--- src/rtl/column_scan_controller.sv ---
// Column scan controller for the i4001 front-panel key matrix.
// Steps a 4-bit column selector while mode is input (0), waits DWELL_CYCLES
// on each column, samples the four row lines and debounces all 64 keys.
// Debounced press/release transitions are reported one at a time.
//
// Event handshake (key_valid / key_ready):
//   An event transfers on a rising edge where key_valid && key_ready.
//   key_valid is raised without waiting for key_ready.
//   Once raised, key_valid, key_code and key_press hold steady until the event
//   is accepted. The only exceptions are a mode exit or reset, which discard it.
//   While an event is outstanding the scan stalls: the selector holds and no
//   sampling takes place.
module column_scan_controller #(
  parameter int unsigned DWELL_CYCLES   = 1000,
  parameter int unsigned DEBOUNCE_SCANS = 3,
  parameter int unsigned CNT_W          = 16
) (
  input  logic       clk,
  input  logic       rst_n,
  input  logic [1:0] mode,
  input  logic [3:0] row_in,
  output logic [3:0] selector,
  output logic       scan_active,
  output logic       frame_tick,
  output logic       key_valid,
  input  logic       key_ready,
  output logic [5:0] key_code,
  output logic       key_press,
  output logic [2:0] dbg_state_o
);

  typedef enum logic [2:0] {
    S_IDLE   = 3'd0,
    S_SETTLE = 3'd1,
    S_SAMPLE = 3'd2,
    S_EMIT   = 3'd3,
    S_NEXT   = 3'd4
  } state_e;

  localparam logic [CNT_W-1:0] DWELL_RELOAD = CNT_W'(DWELL_CYCLES - 1);
  localparam logic [CNT_W-1:0] DWELL_ONE    = CNT_W'(1);
  localparam logic [3:0]       DEB_LAST     = 4'(DEBOUNCE_SCANS - 1);

  state_e                 state_q;
  logic [CNT_W-1:0]       dwell_q;
  logic [3:0]             sel_q;
  logic [15:0][3:0]       stable_q;   // debounced level per key, 1 = pressed
  logic [15:0][3:0][3:0]  cnt_q;      // consecutive differing samples per key
  logic [3:0]             pending_q;  // rows of the current column awaiting report
  logic                   active_q;
  logic                   tick_q;
  logic                   valid_q;
  logic [5:0]             code_q;
  logic                   press_q;

  logic [3:0]             flip_d;
  logic [3:0]             stable_col_d;
  logic [3:0][3:0]        cnt_col_d;
  logic [1:0]             flip_row_d;
  logic [3:0]             pend_rem_d;
  logic [1:0]             rem_row_d;

  // Lowest set bit index; ascending row order for simultaneous events.
  function automatic logic [1:0] lowest_row(input logic [3:0] m);
    logic [1:0] r;
    r = 2'd0;
    for (int i = 3; i >= 0; i--) begin
      if (m[i]) r = 2'(i);
    end
    return r;
  endfunction

  // Debounce update for the selected column and next pending row after an accept.
  always_comb begin
    flip_d       = '0;
    stable_col_d = stable_q[sel_q];
    cnt_col_d    = cnt_q[sel_q];
    for (int r = 0; r < 4; r++) begin
      if (row_in[r] == stable_q[sel_q][r]) begin
        cnt_col_d[r] = '0;
      end else if (cnt_q[sel_q][r] == DEB_LAST) begin
        cnt_col_d[r]    = '0;
        flip_d[r]       = 1'b1;
        stable_col_d[r] = row_in[r];
      end else begin
        cnt_col_d[r] = cnt_q[sel_q][r] + 4'd1;
      end
    end
    flip_row_d = lowest_row(flip_d);
    pend_rem_d = pending_q & ~(4'b0001 << code_q[1:0]);
    rem_row_d  = lowest_row(pend_rem_d);
  end

  // Scan FSM with registered outputs; any non-input mode forces a full clear.
  always_ff @(posedge clk or negedge rst_n) begin
    if (!rst_n) begin
      state_q   <= S_IDLE;
      dwell_q   <= '0;
      sel_q     <= '0;
      stable_q  <= '0;
      cnt_q     <= '0;
      pending_q <= '0;
      active_q  <= 1'b0;
      tick_q    <= 1'b0;
      valid_q   <= 1'b0;
      code_q    <= '0;
      press_q   <= 1'b0;
    end else if (mode != 2'd0) begin
      state_q   <= S_IDLE;
      dwell_q   <= '0;
      sel_q     <= '0;
      stable_q  <= '0;
      cnt_q     <= '0;
      pending_q <= '0;
      active_q  <= 1'b0;
      tick_q    <= 1'b0;
      valid_q   <= 1'b0;
    end else begin
      tick_q <= 1'b0;
      case (state_q)
        S_IDLE: begin
          dwell_q  <= DWELL_RELOAD;
          active_q <= 1'b1;
          state_q  <= S_SETTLE;
        end
        S_SETTLE: begin
          if (dwell_q == '0) state_q <= S_SAMPLE;
          else               dwell_q <= dwell_q - DWELL_ONE;
        end
        S_SAMPLE: begin
          stable_q[sel_q] <= stable_col_d;
          cnt_q[sel_q]    <= cnt_col_d;
          pending_q       <= flip_d;
          if (flip_d != 4'd0) begin
            valid_q <= 1'b1;
            code_q  <= {sel_q, flip_row_d};
            press_q <= stable_col_d[flip_row_d];
            state_q <= S_EMIT;
          end else begin
            state_q <= S_NEXT;
          end
        end
        S_EMIT: begin
          if (key_ready) begin
            pending_q <= pend_rem_d;
            if (pend_rem_d != 4'd0) begin
              code_q  <= {sel_q, rem_row_d};
              press_q <= stable_q[sel_q][rem_row_d];
            end else begin
              valid_q <= 1'b0;
              state_q <= S_NEXT;
            end
          end
        end
        S_NEXT: begin
          sel_q   <= sel_q + 4'd1;
          tick_q  <= (sel_q == 4'd15);
          dwell_q <= DWELL_RELOAD;
          state_q <= S_SETTLE;
        end
        default: state_q <= S_IDLE;
      endcase
    end
  end

  assign selector    = sel_q;
  assign scan_active = active_q;
  assign frame_tick  = tick_q;
  assign key_valid   = valid_q;
  assign key_code    = code_q;
  assign key_press   = press_q;
  assign dbg_state_o = state_q;

endmodule

--- config.mk ---
export PLATFORM = sky130hd
export DESIGN_NAME = column_scan_controller
export DESIGN_NICKNAME = d
export VERILOG_FILES = /design/src/rtl/column_scan_controller.sv
export SDC_FILE = /design/constraint.sdc
export NUM_CORES = 1
export LEC_CHECK = 0
export ABC_AREA = 1
export BUFFER_PORTS_ARGS = -buffer_cell sky130_fd_sc_hd__buf_2
export CAP_MARGIN = 20
export CORE_UTILIZATION = 52
export CTS_CLUSTER_DIAMETER = 100
export DETAILED_ROUTE_END_ITERATION = 8
export PLACE_DENSITY_LB_ADDON = 0.15
export SETUP_SLACK_MARGIN = 0.5
export SLEW_MARGIN = 20
export SYNTH_ARGS = -nofsm -noshare
export SYNTH_HDL_FRONTEND = slang
export SYNTH_SLANG_ARGS = --single-unit
--- constraint.sdc ---
create_clock -name clk -period 3.2 [get_ports clk]
set_input_delay 0.64 -clock clk [delete_from_list [all_inputs] [get_ports clk]]
set_output_delay 0.64 -clock clk [all_outputs]
set_load 0.01 [all_outputs]
# Word-level counts from Yosys, hierarchy flattened
# Index checks and enable logic that the tools add are counted.
[word_totals]
register_bits = 357
word_cells = 223
input_bits = 9
out_inout_bits = 17
[op_classes]
reduce_logical = 18
addsub = 6
shift = 1
n_eq_ne = 21
magnitude_cmp = 4
bitwise = 3
muxes = 81
[ops]
columns = ["op", "n"]
rows = [
  ["$mux W256", 2],
  ["$bwmux W256", 1],
  ["$mux W64", 2],
  ["$bmux W16 S4", 1],
  ["$bwmux W64", 1],
  ["$demux W16 S4", 1],
  ["$mux W16", 4],
  ["$mux W4", 14],
  ["$pmux W16 S2", 1],
  ["$mux W1", 29],
  ["$add A4 B1 Y4 const B", 5],
  ["$mux W6", 3],
  ["$bmux W4 S4", 1],
  ["$demux W4 S4", 1],
  ["$eq A4 B2 Y1 const B", 4],
  ["$logic_not A16 Y1", 1],
  ["$mux W2", 8],
  ["$sub A16 B1 Y16 const B", 1],
  ["$mux W3", 5],
  ["$ne A3 B3 Y1 const B", 5],
  ["$pmux W3 S4", 1],
  ["$pmux W6 S2", 1],
  ["$reduce_bool A2 Y1", 5],
  ["$pmux W4 S2", 1],
  ["24 further kinds", 36],
]

# Logic depth before layout (Yosys ltp)
# Gate-level depths: netlist of run 1.
[logic_depth]
ltp_word = 13
depth_mapped = 22
ltp_nobuf = 19

# Worst setup path before layout of run 1
# OpenSTA, ideal clock, no wires.
[synth_timing]
path_kind = "flip-flop to flip-flop"
startpoint = "register sel_q[1] (netlist: selector[1])"
endpoint = "register press_q (netlist: key_press)"
arrival_ns = 2.675
path_stages_with_launch = 22
t_required_ns = 3.084
synth_period_minus_slack_ns = 2.791
setup_time_ns = 0.116
slack_ns = 0.409
path_cell_list = "dfrtp_1 > buf_4 > buf_4 > buf_4 > buf_2 > a21oi_1 > o21ai_0 > a21oi_1 > nor4b_1 > inv_1 > ha_1 > nand3_1 > inv_1 > nand2_2 > nand2_1 > nor2_2 > nand2_2 > nand2_1 > buf_6 > nor2_1 > nand2_1 > nand2_1"
[synth_between]
elab_chain_cells = 13
elab_cells_between_ends = 43
[synth_lines]
columns = ["item", "line", "source"]
rows = [
  ["from (decl)", "46", "logic [3:0] sel_q;"],
  ["from (signal assigned)", "156", "sel_q <= sel_q + 4'd1;"],
  ["$bmux W16 S4", "81", "end else if (cnt_q[sel_q][r] == DEB_LAST) begin"],
  ["$mux W16 (not written as such)", "81", ""],
  ["$eq A4 B2 Y1", "81", ""],
  ["$mux W1", "81", ""],
  ["$mux W1", "79", "if (row_in[r] == stable_q[sel_q][r]) begin"],
  ["$mux W2 (4 in series)", "68", "if (m[i]) r = 2'(i);"],
  ["$bmux W1 S2", "137", "press_q <= stable_col_d[flip_row_d];"],
  ["$mux W1 (not written as such)", "137", ""],
  ["$mux W1", "134", "if (flip_d != 4'd0) begin"],
  ["$pmux W1 S2", "120", "case (state_q)"],
  ["to (signal assigned)", "137", ""],
  ["to (signal assigned)", "148", "press_q <= stable_q[sel_q][rem_row_d];"],
  ["to (decl)", "54", "logic press_q;"],
]
# Several ways; a longest one is shown, not always the timed one. The select of a mux whose other input is x is not followed.
# A chain may end at the register's enable or synchronous reset.

# Final worst setup path of run 1
[layout_timing]
startpoint = "register sel_q[0] (netlist: selector[0])"
endpoint = "register cnt_q[183] (netlist bit)"
[layout_between]
elab_chain_cells = 8
elab_cells_between_ends = 17
[layout_lines]
columns = ["item", "line", "source"]
rows = [
  ["$bmux W16 S4", "81, 86", ""],
  ["$mux W16", "-", ""],
  ["$add A4 B1 Y4 or $eq A4 B2 Y1 (tied branches)", "86, 81", ""],
  ["$mux W4", "81", ""],
  ["$mux W4", "79", ""],
  ["$bwmux W256 (*)", "132", "cnt_q[sel_q] <= cnt_col_d;"],
  ["$mux W256 (*)", "120", ""],
  ["$mux W256 (*)", "108", "end else if (mode != 2'd0) begin"],
  ["to (signal, indexed assignment)", "132", ""],
  ["to (decl)", "48", "logic [15:0][3:0][3:0] cnt_q;"],
]
# Mark *: on every way between the ends. The rest lies on a longest branch, timed or not. The select of a mux whose other input is x is not followed.

==> results of run 1 <==
## state kept, by name, summed over array words and instances, names as in the netlist
| name | count |
|---|---|
| dbg_state_o | 3 |
| cnt_q | 256 |
| selector | 4 |
| key_press | 1 |
| key_code | 6 |
| pending_q | 4 |
| stable_q | 64 |
| scan_active | 1 |
| dwell_q | 16 |
| frame_tick | 1 |
| key_valid | 1 |
## through the flow
stage	hold slack, ns	util [%]	power (uW)	instances	instance area (um^2)
floorplan	0.344	-	4840	2132	17600
global placement	0.482	56.2	5070	2549	18500
detailed placement	0.479	56.2	5080	2549	18500
CTS	0.145	62.9	9670	2656	20700
global route	0.147	66.5	9940	2677	21900
finish	0.0887	66.5	9700	2677	21900
## synth_stat cells, types with 2 or more instances
library cell,count,area share (%)
dfrtp_1,357,51
nand3_1,198,5.6
nor2_4,3,0.19
nor2_1,82,1.8
o211ai_1,17,0.73
inv_2,8,0.17
nor2_2,13,0.46
nand3_2,4,0.23
buf_1,7,0.15
nor4b_1,2,0.10
a21oi_1,125,3.6
nand2_1,361,7.7
o21ai_0,234,6.7
nand4_1,4,0.14
nand3b_1,2,0.085
o21ai_1,18,0.51
o22ai_2,16,1.1
o32ai_1,2,0.10
clkbuf_1,71,1.5
buf_2,51,1.5
buf_4,18,0.77
buf_6,7,0.45
or2_1,4,0.14
o21bai_1,2,0.085
ha_1,14,1.0
nand2_2,3,0.11
clkinv_1,2,0.043
o21ai_2,5,0.25
or2_2,3,0.11
xnor2_1,4,0.20
xor2_1,3,0.15
o22ai_1,197,7.0
nor3_1,6,0.17
a211oi_1,2,0.085
inv_1,279,6.0
## final timing paths
path / from / end / slack [ns]
setup / recovery: selector[0] / cnt_q[183] / 0.34
hold / removal: rst_n / cnt_q[40] / 0.09
setup reg to reg: selector[0] / cnt_q[183] / 0.34
hold reg to reg: scan_active / scan_active / 0.50
max in group asynchronous: rst_n / dwell_q[1] / 2.20
min in group clk: scan_active / scan_active / 0.50
## report_power, final
group          internal [uW]  switching (uW)
combinational            139             393
clock                   2750            1880
sequential              4530            10.8
## routing by layer
layer  vias up  GRT usage [%]  routed length [um]
li1       7318              -                   -
met1      7984           47.6               24400
met2      1017           52.6               26900
met3       190           7.10                6510
met4         0           12.2                2460
met5         -              0                   0
## cell type report
type	count	area, um^2
Clock buffer	61	1200
Clock inverter	11	115
Fill cell	2653	11000
Inverter	289	1100
Multi-Input combinational cell	1333	7750
Sequential cell	357	8940
Tap cell	442	553
Timing Repair Buffer	183	2190
Timing Repair inverter	1	6.26
## kinds of logic (layout without fill, tap and decap cells)
logic type      Yosys count  in the layout  synth area share, %
simple gates            688            689                 17.0
compound gates          623            623                 20.4
buf+inv                 443            545                 10.5
flops                   357            357                 50.8
fa+ha+maj                14             14                0.997
xor+xnor                  7              7                0.349
## what timing repair did
action / in CTS / in global routing
gates resized for setup: 133 / 270
endpoints found under the hold margin: 0 / 0
gates cloned: 11 / 9
setup buffers: 24 / 12
setup endpoints to repair: 333 / 328
pin swaps: 37 / 41
==> impl_metrics.csv, run 1 <==
group,metric,value,unit
outcome,status,"finished clean",
timing,setup_viol,0,
global_route,overflow,0,
worst_setup_path,cp_max_fo,8,
worst_setup_path,crit_chain,"clkinv_8 -> buf_12 -> buf_16 -> o21ai_4 -> a21oi_2 -> or2_1 -> nor2_4 -> ha_4 -> nand2_4 -> nor2_4 -> buf_6 -> nor2_4 -> buf_4 -> buf_12 -> nand3_4 -> o22ai_2",
cells_and_area,layout_commonest_cell,"dfrtp_1",
detailed_routing,drcViolationCount,0,
place,gp_congestion,0.920,
worst_setup_path,start_kind,"register",
detailed_routing,vias,16509,
power_and_ir_drop,leakage,0.00975,uW
worst_setup_path,r2r_cells,16,
floorplanning,die_y,186,um
clock_tree,clk_latency,0.53,ns
timing,fin_crit_sh,89.3,%
synthesis,synth_area,17600,um^2
timing,hold_violations,0,
clock_tree,cts.hold.buffers_added,0,
synthesis,syn-num-nets,2155,
worst_setup_path,max_stage_delay,0.57,ns
clock_tree,cts_buffers,41,
timing,slew_viol_final,0,
worst_setup_path,worstSetupPathType,"reg2reg",
worst_setup_path,slowest_stage,"dfrtp_4",
detailed_routing,final_antenna_net_count,0,
global_route,grt_pass1_vias,15689,
timing,tightestPinTransition,0.728,ns
clock_tree,htree_levels,2,
worst_setup_path,endpoint_kind,"register",
synthesis,synth_edf_count,0,
detailed_routing,routedWlPerCell,22.5,um
detailed_routing,drtPass1Iterations,6,
timing,worst_slack,0.342,ns
clock_tree,cts_tree,"yes",
timing,maxSlewHeadroom,51.3,%
global_route,grt_first_pass_wirelength,89.7,mm
worst_setup_path,path_delay_family,"simple AND/OR/NAND/NOR gates",
synthesis,synth.distinct_cells,43,
power_and_ir_drop,power_density,444,nW/um^2
detailed_routing,vias_per_cell,6.17,
run,maxCapViolCount,0,
place,pre_cts_ws,0.0941,ns
detailed_routing,drtIter0Drc,1822,
synthesis,syn_area_per_cell,8.24,um^2
clock_tree,clockBufferDepth,3,
detailed_routing,routed_wl,60.3,mm
synthesis,yosysWarningCount,0,
place,dpl.hpwl,35.0,mm
worst_setup_path,required,3.59,ns
floorplanning,die_x,186,um
worst_setup_path,crit_buf_inv,6,
timing,rsz0062_at_grt,"true",
clock_tree,cts_root_buffer,"clkbuf_16",
power_and_ir_drop,peakVddDrop,0.395,mV
floorplanning,num_rows,66,
cells_and_area,num_antenna_cells,0,
timing,fin_skew,0.0139,ns
worst_setup_path,crit_top_cell,"nor2_4",
floorplanning,dieArea,34500,um^2
cells_and_area,layout-drive-gt1-share,20.9,%
timing,fmax,350,MHz
timing,tns,0,ns
global_route,grt_max_degree,118,
clock_tree,cts.clk_slew.worst_paths,0.06,ns
floorplanning,start_util,53.5,%
worst_setup_path,cp.depth,16,
synthesis,syn-instance-count,2132,
place,numPortBuffers,25,
cells_and_area,layout_common_cells,"dfrtp_1, nand2_1, inv_1, nand3_1, o22ai_1",
floorplanning,core_area,32900,um^2
synthesis,ys_seq_area_share,50.8,%
worst_setup_path,arrival,3.25,ns
clock_tree,clock_sinks,357,
global_route,grtUsageTotal,34.1,%
synthesis,ys_ff_latch,357,
timing,fin_crit,2.86,ns
cells_and_area,nNetsFinal,2229,
synthesis,ys_async_sr_fraction,100,%
min_path,hold_class,"in2async",
floorplanning,boundaryPins,26,
cells_and_area,area_growth,24.4,%
global_route,antenna_found_initial,0,
synthesis,synthFlopType,"dfrtp_1",
Note: power is estimated with default switching activity, not from simulation.
==> inputs of run 2 (changes only) <==
CTS_CLUSTER_SIZE = 24   (was default)
SETUP_SLACK_MARGIN = default   (was 0.5)
==> run 2 against run 1 <==
Combinational power down 12%. Clock power down 44%. Sequential cell count unchanged. Hold slack worse by 0.015 ns. Sequential share of layout area up 5.5 points. Via count down 6.9%.
==> impl_metrics.csv, run 2 (synthesis gave the netlist of run 1 again) <==
group,metric,value,unit
run,maxCapViolCount,0,
cells_and_area,reg_top3,"cnt_q: 256 flops, stable_q: 64 flops, dwell_q: 16 flops",
detailed_routing,routedWlPerCell,20.3,um
clock_tree,cts_buffers,18,
clock_tree,htree_levels,1,
detailed_routing,drtIter0Drc,1466,
power_and_ir_drop,peakVddDrop,0.328,mV
timing,fin_crit,3.03,ns
worst_setup_path,crit_chain,"buf_12 -> buf_4 -> a21oi_1 -> o21ai_0 -> a21oi_1 -> nor4b_2 -> inv_1 -> ha_1 -> nand3_2 -> o21ai_2 -> nor2_4 -> nand2_2 -> nand2_1 -> buf_4 -> nand2_1 -> o21ai_1",
floorplanning,num_rows,66,
worst_setup_path,slowest_stage,"dfrtp_4",
worst_setup_path,worstSetupPathType,"reg2reg",
global_route,grt_pass1_vias,14818,
cells_and_area,largest_register_ffs,256,
timing,hold_violations,0,
floorplanning,core_area,32900,um^2
timing,fin_crit_sh,94.7,%
cells_and_area,layout_commonest_cell,"nand2_1",
floorplanning,start_util,53.5,%
floorplanning,die_x,186,um
cells_and_area,layout_common_cells,"nand2_1, dfrtp_1, inv_1, o21ai_0",
place,gp_congestion,0.923,
worst_setup_path,r2r_slack,0.17,ns
global_route,grt_max_degree,76,
detailed_routing,drtPass1Iterations,5,
timing,tightestPinTransition,0.641,ns
clock_tree,clk_latency,0.54,ns
cells_and_area,layout-drive-gt1-share,11.0,%
cells_and_area,area_growth,9.62,%
timing,slew_viol_final,0,
worst_setup_path,worstReg2RegStart,"selector[0]",
worst_setup_path,start_kind,"register",
timing,setup_viol,0,
floorplanning,boundaryPins,26,
global_route,overflow,0,
cells_and_area,nNetsFinal,2174,
outcome,status,"finished clean",
clock_tree,cts_root_buffer,"clkbuf_16",
timing,maxSlewHeadroom,57.3,%
global_route,antenna_found_initial,1,
cells_and_area,top_register,"cnt_q",
worst_setup_path,required,3.63,ns
detailed_routing,drcViolationCount,0,
detailed_routing,final_antenna_net_count,0,
cells_and_area,num_antenna_cells,0,
clock_tree,clock_sinks,357,
global_route,grt_first_pass_wirelength,84.2,mm
detailed_routing,vias,15377,
worst_setup_path,arrival,3.46,ns
worst_setup_path,path_delay_family,"compound AO/OA/AOI/OAI gates",
worst_setup_path,r2r_cells,16,
worst_setup_path,r2r_end,"key_code[2]",
timing,fmax,330,MHz
cells_and_area,instances_no_fill,2596,
detailed_routing,vias_per_cell,5.92,
worst_setup_path,endpoint_kind,"register",
min_path,hold_class,"in2async",
clock_tree,cts.clk_slew.worst_paths,0.10,ns
worst_setup_path,crit_buf_inv,4,
power_and_ir_drop,power_density,393,nW/um^2
floorplanning,dieArea,34500,um^2
worst_setup_path,max_stage_delay,0.53,ns
global_route,grtUsageTotal,31.5,%
timing,fin_skew,0.0215,ns
place,dp_cells,2570,
worst_setup_path,cp_max_fo,24,
place,dpl.hpwl,36.1,mm
place,numPortBuffers,25,
power_and_ir_drop,leakage,0.00873,uW
clock_tree,cts_tree,"yes",
floorplanning,die_y,186,um
timing,whs,0.0737,ns
detailed_routing,routed_wl,52.8,mm
worst_setup_path,cp.depth,16,
clock_tree,clockBufferDepth,3,
[run 2: changes by cell type in the layout (fill, tap and decap cells not counted), moves of 13 or more]
cell and delta:
nand2_1 +36, o22ai_1 +36, o21ai_1 -66, a21oi_2 -18, nand2_2 -23, clkbuf_16 -27
o22ai_2 -32, buf_4 +20, nand2_4 -13, a21oi_1 +19, o21ai_0 +110, o21ai_2 -39
[run 2: report_power, final]
group | switching [uW] | leakage [uW] | internal [uW]
clock | 1470 | 0.000245 | 1100
combinational | 351 | 0.00351 | 114
sequential | 11.6 | 0.00498 | 4520
total | 1840 | 0.00873 | 5740
[run 2: worst max path at each step]
stage | start | to
after floorplan | selector[1] | key_press
after global placement | selector[0] | key_code[2]
after detailed placement | selector[1] | cnt_q[195]
after CTS | selector[1] | cnt_q[195]
after global routing | selector[0] | key_code[3]
final | selector[0] | key_code[2]
[run 2: stage by stage]
stage | instance area (um^2) | utilization, % | TNS (ns) | setup WS [ns] | power, uW
6_report | 19300 | 58.6 | 0 | 0.170 | 7580
3_5_place_dp | 18600 | 56.7 | 0 | 0.131 | 5090
2_1_floorplan | 17600 | - | 0 | 0.409 | 4840
4_1_cts | 19100 | 58.3 | 0 | 0.0935 | 7620
5_1_grt | 19300 | 58.6 | -0.0493 | -0.0161 | 7840
3_3_place_gp | 18600 | 56.7 | 0 | 0.219 | 5080
[run 2: cell type report]
cell class / count / area [um^2]
repair buffers: 153 / 1350
well taps: 442 / 553
inverters: 289 / 1090
multi-input cells: 1332 / 6830
clock buffers: 23 / 500
flip-flops and latches: 357 / 8940
fillers: 3047 / 13600
[run 2: timing repair]
action,4_1_cts,5_1_grt
resized for setup,0,15
endpoints found under the setup margin,0,82
endpoints found under the hold margin,0,0
hold buffers,0,0
buffers inserted,0,1
[run 2: routing by layer]
| metal | wire length, um | up-vias | global-route usage [%] |
|---|---|---|---|
| li1 | - | 7149 | - |
| met1 | 23300 | 7537 | 45.5 |
| met2 | 24100 | 607 | 49.4 |
| met3 | 4180 | 84 | 5.01 |
| met4 | 1220 | 0 | 8.23 |
| met5 | 0 | - | 0 |
